File: config.mk
export PLATFORM = sky130hd
export DESIGN_NAME = reaction_game_ctrl_flat
export DESIGN_NICKNAME = d
export VERILOG_FILES = /design/src/rtl/reaction_game_ctrl_if.sv /design/src/rtl/reaction_game_ctrl.sv /design/src/flat_wrapper.sv
export SDC_FILE = /design/constraint.sdc
export NUM_CORES = 1
export LEC_CHECK = 0
export CAP_MARGIN = 15
export CORE_ASPECT_RATIO = 0.6
export CORE_MARGIN = 2
export CORE_UTILIZATION = 48
export DETAILED_ROUTE_END_ITERATION = 7
export HOLD_SLACK_MARGIN = 0.02
export PLACE_DENSITY = 0.78
export SYNTH_ARGS = -nofsm -noshare
export SYNTH_HDL_FRONTEND = slang
export SYNTH_SLANG_ARGS = --single-unit
File: constraint.sdc
create_clock -name clk -period 2.7 [get_ports clk]
set_clock_uncertainty 0.05 [all_clocks]
set_input_delay 0.54 -clock clk [delete_from_list [all_inputs] [get_ports clk]]
set_output_delay 0.54 -clock clk [all_outputs]
set_load 0.02 [all_outputs]
File: src/rtl/reaction_game_ctrl_if.sv
// Signal bundle between the reaction-game sequencer and the buttons, random timer and score logic.
// The slave modport is the controller's view; master is the surrounding system's view.
interface reaction_game_ctrl_if #(
    parameter int unsigned CNT_W = 16
);
    logic             start_btn;
    logic             react_btn;
    logic             timer_fire;
    logic             timer_en;
    logic             led_go;
    logic             busy;
    logic             result_valid;
    logic [CNT_W-1:0] reaction_ticks;
    logic             false_start;
    logic             timeout;

    modport slave (
        input  start_btn,
        input  react_btn,
        input  timer_fire,
        output timer_en,
        output led_go,
        output busy,
        output result_valid,
        output reaction_ticks,
        output false_start,
        output timeout
    );

    modport master (
        output start_btn,
        output react_btn,
        output timer_fire,
        input  timer_en,
        input  led_go,
        input  busy,
        input  result_valid,
        input  reaction_ticks,
        input  false_start,
        input  timeout
    );
endinterface

File: src/rtl/reaction_game_ctrl.sv
// Reaction-game sequencer: arms the random delay timer, lights GO when it fires, then times the
// player's press in ticks, flagging false starts and timeouts. All outputs are registered.
module reaction_game_ctrl #(
    parameter int unsigned CNT_W         = 16,
    parameter int unsigned TICK_DIV      = 50000,
    parameter int unsigned REACT_TIMEOUT = 2000,
    parameter int unsigned MAX_WAIT      = 8000000,
    parameter int unsigned ARM_CYCLES    = 2
) (
    input logic                 clk,
    input logic                 rst_n,
    reaction_game_ctrl_if.slave bus
);
    localparam int unsigned PRESC_W = $clog2(TICK_DIV);
    localparam int unsigned WD_W    = $clog2(MAX_WAIT + 1);
    localparam int unsigned ARM_W   = $clog2(ARM_CYCLES + 1);

    localparam logic [PRESC_W-1:0] PRESC_LAST    = PRESC_W'(TICK_DIV - 1);
    localparam logic [WD_W-1:0]    WD_LAST       = WD_W'(MAX_WAIT - 1);
    localparam logic [ARM_W-1:0]   ARM_LAST      = ARM_W'(ARM_CYCLES - 1);
    localparam logic [CNT_W-1:0]   TIMEOUT_TICKS = CNT_W'(REACT_TIMEOUT);

    typedef enum logic [2:0] {
        StIdle,
        StArm,
        StWait,
        StGo,
        StResult
    } state_e;

    state_e             r_state;
    logic               r_start_q;
    logic               r_react_q;
    logic [ARM_W-1:0]   r_arm_cnt;
    logic [WD_W-1:0]    r_watchdog;
    logic [PRESC_W-1:0] r_presc;
    logic [CNT_W-1:0]   r_tick;
    logic               r_timer_en;
    logic               r_led_go;
    logic               r_busy;
    logic               r_result_valid;
    logic [CNT_W-1:0]   r_ticks;
    logic               r_false_start;
    logic               r_timeout;

    logic w_start_edge;
    logic w_react_edge;

    assign w_start_edge = bus.start_btn & ~r_start_q;
    assign w_react_edge = bus.react_btn & ~r_react_q;

    always_ff @(posedge clk or negedge rst_n) begin
        if (!rst_n) begin
            r_state        <= StIdle;
            r_start_q      <= 1'b0;
            r_react_q      <= 1'b0;
            r_arm_cnt      <= '0;
            r_watchdog     <= '0;
            r_presc        <= '0;
            r_tick         <= '0;
            r_timer_en     <= 1'b1;
            r_led_go       <= 1'b0;
            r_busy         <= 1'b0;
            r_result_valid <= 1'b0;
            r_ticks        <= '0;
            r_false_start  <= 1'b0;
            r_timeout      <= 1'b0;
        end else begin
            r_start_q      <= bus.start_btn;
            r_react_q      <= bus.react_btn;
            r_result_valid <= 1'b0;

            unique case (r_state)
                StIdle: begin
                    if (w_start_edge) begin
                        r_state       <= StArm;
                        r_busy        <= 1'b1;
                        r_timer_en    <= 1'b1;
                        r_arm_cnt     <= '0;
                        r_ticks       <= '0;
                        r_false_start <= 1'b0;
                        r_timeout     <= 1'b0;
                    end
                end

                StArm: begin
                    if (r_arm_cnt == ARM_LAST) begin
                        r_state    <= StWait;
                        r_timer_en <= 1'b0;
                        r_watchdog <= '0;
                    end else begin
                        r_arm_cnt <= r_arm_cnt + ARM_W'(1);
                    end
                end

                StWait: begin
                    r_watchdog <= r_watchdog + WD_W'(1);
                    // A press beats a simultaneous fire: it is still a false start.
                    if (w_react_edge) begin
                        r_state        <= StResult;
                        r_result_valid <= 1'b1;
                        r_busy         <= 1'b0;
                        r_timer_en     <= 1'b1;
                        r_false_start  <= 1'b1;
                        r_ticks        <= '0;
                    end else if (bus.timer_fire || (r_watchdog == WD_LAST)) begin
                        r_state  <= StGo;
                        r_led_go <= 1'b1;
                        r_presc  <= '0;
                        r_tick   <= '0;
                    end
                end

                StGo: begin
                    if (w_react_edge) begin
                        r_state        <= StResult;
                        r_result_valid <= 1'b1;
                        r_led_go       <= 1'b0;
                        r_busy         <= 1'b0;
                        r_timer_en     <= 1'b1;
                        r_ticks        <= r_tick;
                    end else if (r_tick == TIMEOUT_TICKS) begin
                        r_state        <= StResult;
                        r_result_valid <= 1'b1;
                        r_led_go       <= 1'b0;
                        r_busy         <= 1'b0;
                        r_timer_en     <= 1'b1;
                        r_timeout      <= 1'b1;
                        r_ticks        <= TIMEOUT_TICKS;
                    end else if (r_presc == PRESC_LAST) begin
                        r_presc <= '0;
                        r_tick  <= r_tick + CNT_W'(1);
                    end else begin
                        r_presc <= r_presc + PRESC_W'(1);
                    end
                end

                StResult: begin
                    r_state <= StIdle;
                end

                default: begin
                    r_state    <= StIdle;
                    r_led_go   <= 1'b0;
                    r_busy     <= 1'b0;
                    r_timer_en <= 1'b1;
                end
            endcase
        end
    end

    assign bus.timer_en       = r_timer_en;
    assign bus.led_go         = r_led_go;
    assign bus.busy           = r_busy;
    assign bus.result_valid   = r_result_valid;
    assign bus.reaction_ticks = r_ticks;
    assign bus.false_start    = r_false_start;
    assign bus.timeout        = r_timeout;
endmodule

File: src/flat_wrapper.sv
// flat-port wrapper written by rule: the top's interface ports become plain ports
module reaction_game_ctrl_flat 
#(
    parameter int unsigned CNT_W         = 16,
    parameter int unsigned TICK_DIV      = 50000,
    parameter int unsigned REACT_TIMEOUT = 2000,
    parameter int unsigned MAX_WAIT      = 8000000,
    parameter int unsigned ARM_CYCLES    = 2
)
  (clk, rst_n, bus_start_btn, bus_react_btn, bus_timer_fire, bus_timer_en, bus_led_go, bus_busy, bus_result_valid, bus_reaction_ticks, bus_false_start, bus_timeout);
  reaction_game_ctrl_if #(.CNT_W(CNT_W)) bus_i ();
  input logic clk;
  input logic rst_n;
  input wire logic [$bits(bus_i.start_btn)-1:0] bus_start_btn;
  input wire logic [$bits(bus_i.react_btn)-1:0] bus_react_btn;
  input wire logic [$bits(bus_i.timer_fire)-1:0] bus_timer_fire;
  output wire logic [$bits(bus_i.timer_en)-1:0] bus_timer_en;
  output wire logic [$bits(bus_i.led_go)-1:0] bus_led_go;
  output wire logic [$bits(bus_i.busy)-1:0] bus_busy;
  output wire logic [$bits(bus_i.result_valid)-1:0] bus_result_valid;
  output wire logic [$bits(bus_i.reaction_ticks)-1:0] bus_reaction_ticks;
  output wire logic [$bits(bus_i.false_start)-1:0] bus_false_start;
  output wire logic [$bits(bus_i.timeout)-1:0] bus_timeout;
  assign bus_i.start_btn = bus_start_btn;
  assign bus_i.react_btn = bus_react_btn;
  assign bus_i.timer_fire = bus_timer_fire;
  assign bus_timer_en = bus_i.timer_en;
  assign bus_led_go = bus_i.led_go;
  assign bus_busy = bus_i.busy;
  assign bus_result_valid = bus_i.result_valid;
  assign bus_reaction_ticks = bus_i.reaction_ticks;
  assign bus_false_start = bus_i.false_start;
  assign bus_timeout = bus_i.timeout;
  reaction_game_ctrl #(.CNT_W(CNT_W), .TICK_DIV(TICK_DIV), .REACT_TIMEOUT(REACT_TIMEOUT), .MAX_WAIT(MAX_WAIT), .ARM_CYCLES(ARM_CYCLES)) u_core (.clk(clk), .rst_n(rst_n), .bus(bus_i));
endmodule
==> impl_results.md <==
* Outcome: completed
* Critical Path RT at 2.87 ns
* Cells after synthesis at 476
* Slew Viols, Final at 0
* I/O pin cnt at 27
* Min Tclk post-route at 2.52 ns
* Max Cap Viol at 0
* Fill count at 736
* Share of the yosys chip area belonging to registers at 0.485
* Post-DRT Antenna Nets at 0
* Fin. Hold Viols at 0
* Synth top area share at 0.479
* Drt total wl at 11.1 mm
* First-pass GRT wire length at 18.6 mm
* DRT Pass-1 Iters at 5
* Area contributors post-synth: dfrtp_1, o21ai_0, nand2_1, nand3_1, nor2_1
* Sequential share of power at 0.416
* Fmax at 396 MHz
* HPWL Detailed at 7.84 mm
* CTS root buf: clkbuf_16
* PD cells at 751 mW/mm^2
* Setup WS post-layout at 0.176 ns
* RSZ-0062 raised after global routing: false
* Initial drt markers at 480
* H-tree depth at 3
* Max FO, Critical Path at 17
* Most instantiated library cell after synthesis: dfrtp_1
* Slew headroom at 0.484
* Initial antenna violation count at 0
* Crit path launch type: flip-flop
* GP Congestion at 0.901
* Clock power frac at 0.307
* Setup violations, final at 0
* Initial Utilization at 0.501
* Synth Register Bits at 84
* Area grow syn2layout at 16.6%
* Chip Height at 77.6 um
* Core Rows at 26
* Via/cell ratio at 6.35
* Die width at 127 um
* Clock transition at path regs at 0.06 ns
* Antenna diode count at 0
* Crit path DAT at 2.69 ns
* PortBufs at 26
* DRC errors left at 0
* Pre-CTS setup slack at 0.0488 ns
* Vias in the first global route at 3671
* Hold crit path type: input pin to async pin
* Syn nets at 486
* Hold_buf cts at 0
* Combinational fraction of design power at 0.277
* Net Switching at 1330 uW
* CP Class: flip-flop to flip-flop
* WL/cell at 17.8 um
* Ys flop type: dfrtp_1
* Remaining Overflow, GRT at 0
* All-layer global routing usage at 0.240
* Fraction of layout cells with a size suffix above 1 at 0.0882
* Dpl cell area at 0.00478 mm^2
* Switching part of the total at 0.349
* CTS tree: yes
* Nets at 515
* Async SR Flop Fraction at 1.00
* Fin area at 0.00506 mm^2
* Final setup TNS at 0 ns
* Leak pwr at 0.00214 uW
* DR vias at 3950
* Number of library cell types mapped by synthesis at 50
* Critical Path Sink Type: flip-flop
* Top post-synthesis cells by count: dfrtp_1, o21ai_0, nand2_1
* R2r setup slk at 0.18 ns
* Skew-Pair Late Insertion Delay at 0.34 ns
* DIE AREA at 0.00984 mm^2
* Int Power at 2480 uW
* Core Area at 0.00865 mm^2
* Least-Margin Pin Slew at 0.772 ns
* Post-synth EDFFs at 0
* Synthesized area at 0.00434 mm^2
* Max VDD drop at 0.502 mV
* CTS Buffer Depth at 2
* Synth Warn # at 0
* Syn avg cell area at 9.12 um^2
* Ratio of final minimum period to clock period at 0.935
* Cts bufs inserted at 9
* Post-synth top area cell: dfrtp_1
* Pin count of the biggest net entering global routing at 44
* Post-CTS Setup Inserts at 0
* Sink Count at 84
## layer usage
metal	wire [um]	track usage
met1	5410	0.360
met2	4530	0.326
met3	991	0.0862
met4	120	0.0626
met5	0	0
## power by group through the flow
stage	logic, uW	registers [uW]	clock network (uW)
6_report	1050	1580	1170
4_1_cts	1050	1580	1180
3_3_place_gp	1010	1580	0
5_1_grt	1160	1610	1250
3_5_place_dp	1040	1600	0
2_1_floorplan	625	1620	0
## state kept, by name, summed over array words and instances, names as in the netlist, 2 cells and up
signal,cells
u_core.bus.reaction_ticks,16
u_core.r_arm_cnt,2
u_core.r_presc,16
u_core.r_state,3
u_core.r_tick,16
u_core.r_watchdog,23
## worst paths after layout
path / cells past startpoint / start / endpoint
hold reg to reg: 2 / u_core.bus.reaction_ticks[9] / u_core.bus.reaction_ticks[9]
hold / removal: 1 / rst_n / u_core.bus.reaction_ticks[1]
min in group clk: 2 / u_core.bus.reaction_ticks[9] / u_core.bus.reaction_ticks[9]
max in group asynchronous: 2 / rst_n / u_core.bus.timer_en
setup reg to reg: 6 / u_core.r_watchdog[15] / u_core.r_tick[2]
setup / recovery: 6 / u_core.r_watchdog[15] / u_core.r_tick[2]
## critical path, stage by stage, from the launching register on
cell and delay (ns):
dfrtp_1 0.42, or4_1 0.52, or4_1 0.44, o21a_1 0.27, nand3b_4 0.33, o21ai_0 0.26, o31ai_1 0.11
## cell families (layout without fill, tap and decap cells)
group,Yosys count,after routing,synth area share
muxes,4,4,0.00923
buffers and inverters,34,68,0.0332
AOI/OAI and AO/OA,147,147,0.214
DFF,84,84,0.485
and+or+nand+nor,202,202,0.245
adders and majority gates,5,5,0.0144
## cell type report
class                   count  area [um^2]  share of cell area
clock buffers              11          243              0.0480
inverters                   9         33.8             0.00668
multi-input cells         358         2090               0.414
flip-flops and latches     84         2100               0.416
repair buffers             43          410              0.0811
well taps                 112          140              0.0277
clock inverters             5         36.3             0.00717
## per-stage QoR
step           instances  hold slack [ns]  utilization  total power [uW]
2_1_floorplan        476            0.194            -              2240
3_3_place_gp         606            0.412        0.552              2600
3_5_place_dp         606            0.419        0.552              2640
4_1_cts              622            0.146        0.585              3810
5_1_grt              622            0.170        0.585              4020
6_report             622            0.139        0.585              3800
## timing repair
action,CTS,global route
endpoints found under the hold margin,0,0
resized for setup,0,1
endpoints found under the setup margin,0,16
## cells in the final DEF, fill, tap and decap left out, types with 3 or more instances in the layout
master / netlist / layout
nand2_1: 53 / 53
o211ai_1: 4 / 4
a22o_1: 13 / 13
nor4_1: 5 / 5
a31oi_1: 18 / 18
buf_4: 1 / 16
clkdlybuf4s50_1: 0 / 25
and3_1: 14 / 14
a21oi_1: 15 / 15
mux2i_1: 4 / 4
and4_1: 4 / 4
clkinvlp_4: 0 / 3
o21ai_2: 5 / 5
dfrtp_1: 83 / 83
nand4_1: 16 / 16
nand3_1: 35 / 35
o31ai_1: 12 / 12
clkbuf_16: 0 / 9
o21ai_0: 60 / 60
and4b_1: 4 / 4
inv_1: 9 / 9
nor3_1: 4 / 4
o311ai_0: 3 / 3
ha_1: 5 / 5
nand2b_1: 7 / 7
nor4b_1: 4 / 4
nor2_1: 36 / 36
and2_1: 6 / 6
o21a_1: 3 / 3
(Power assumes the default switching activity.)
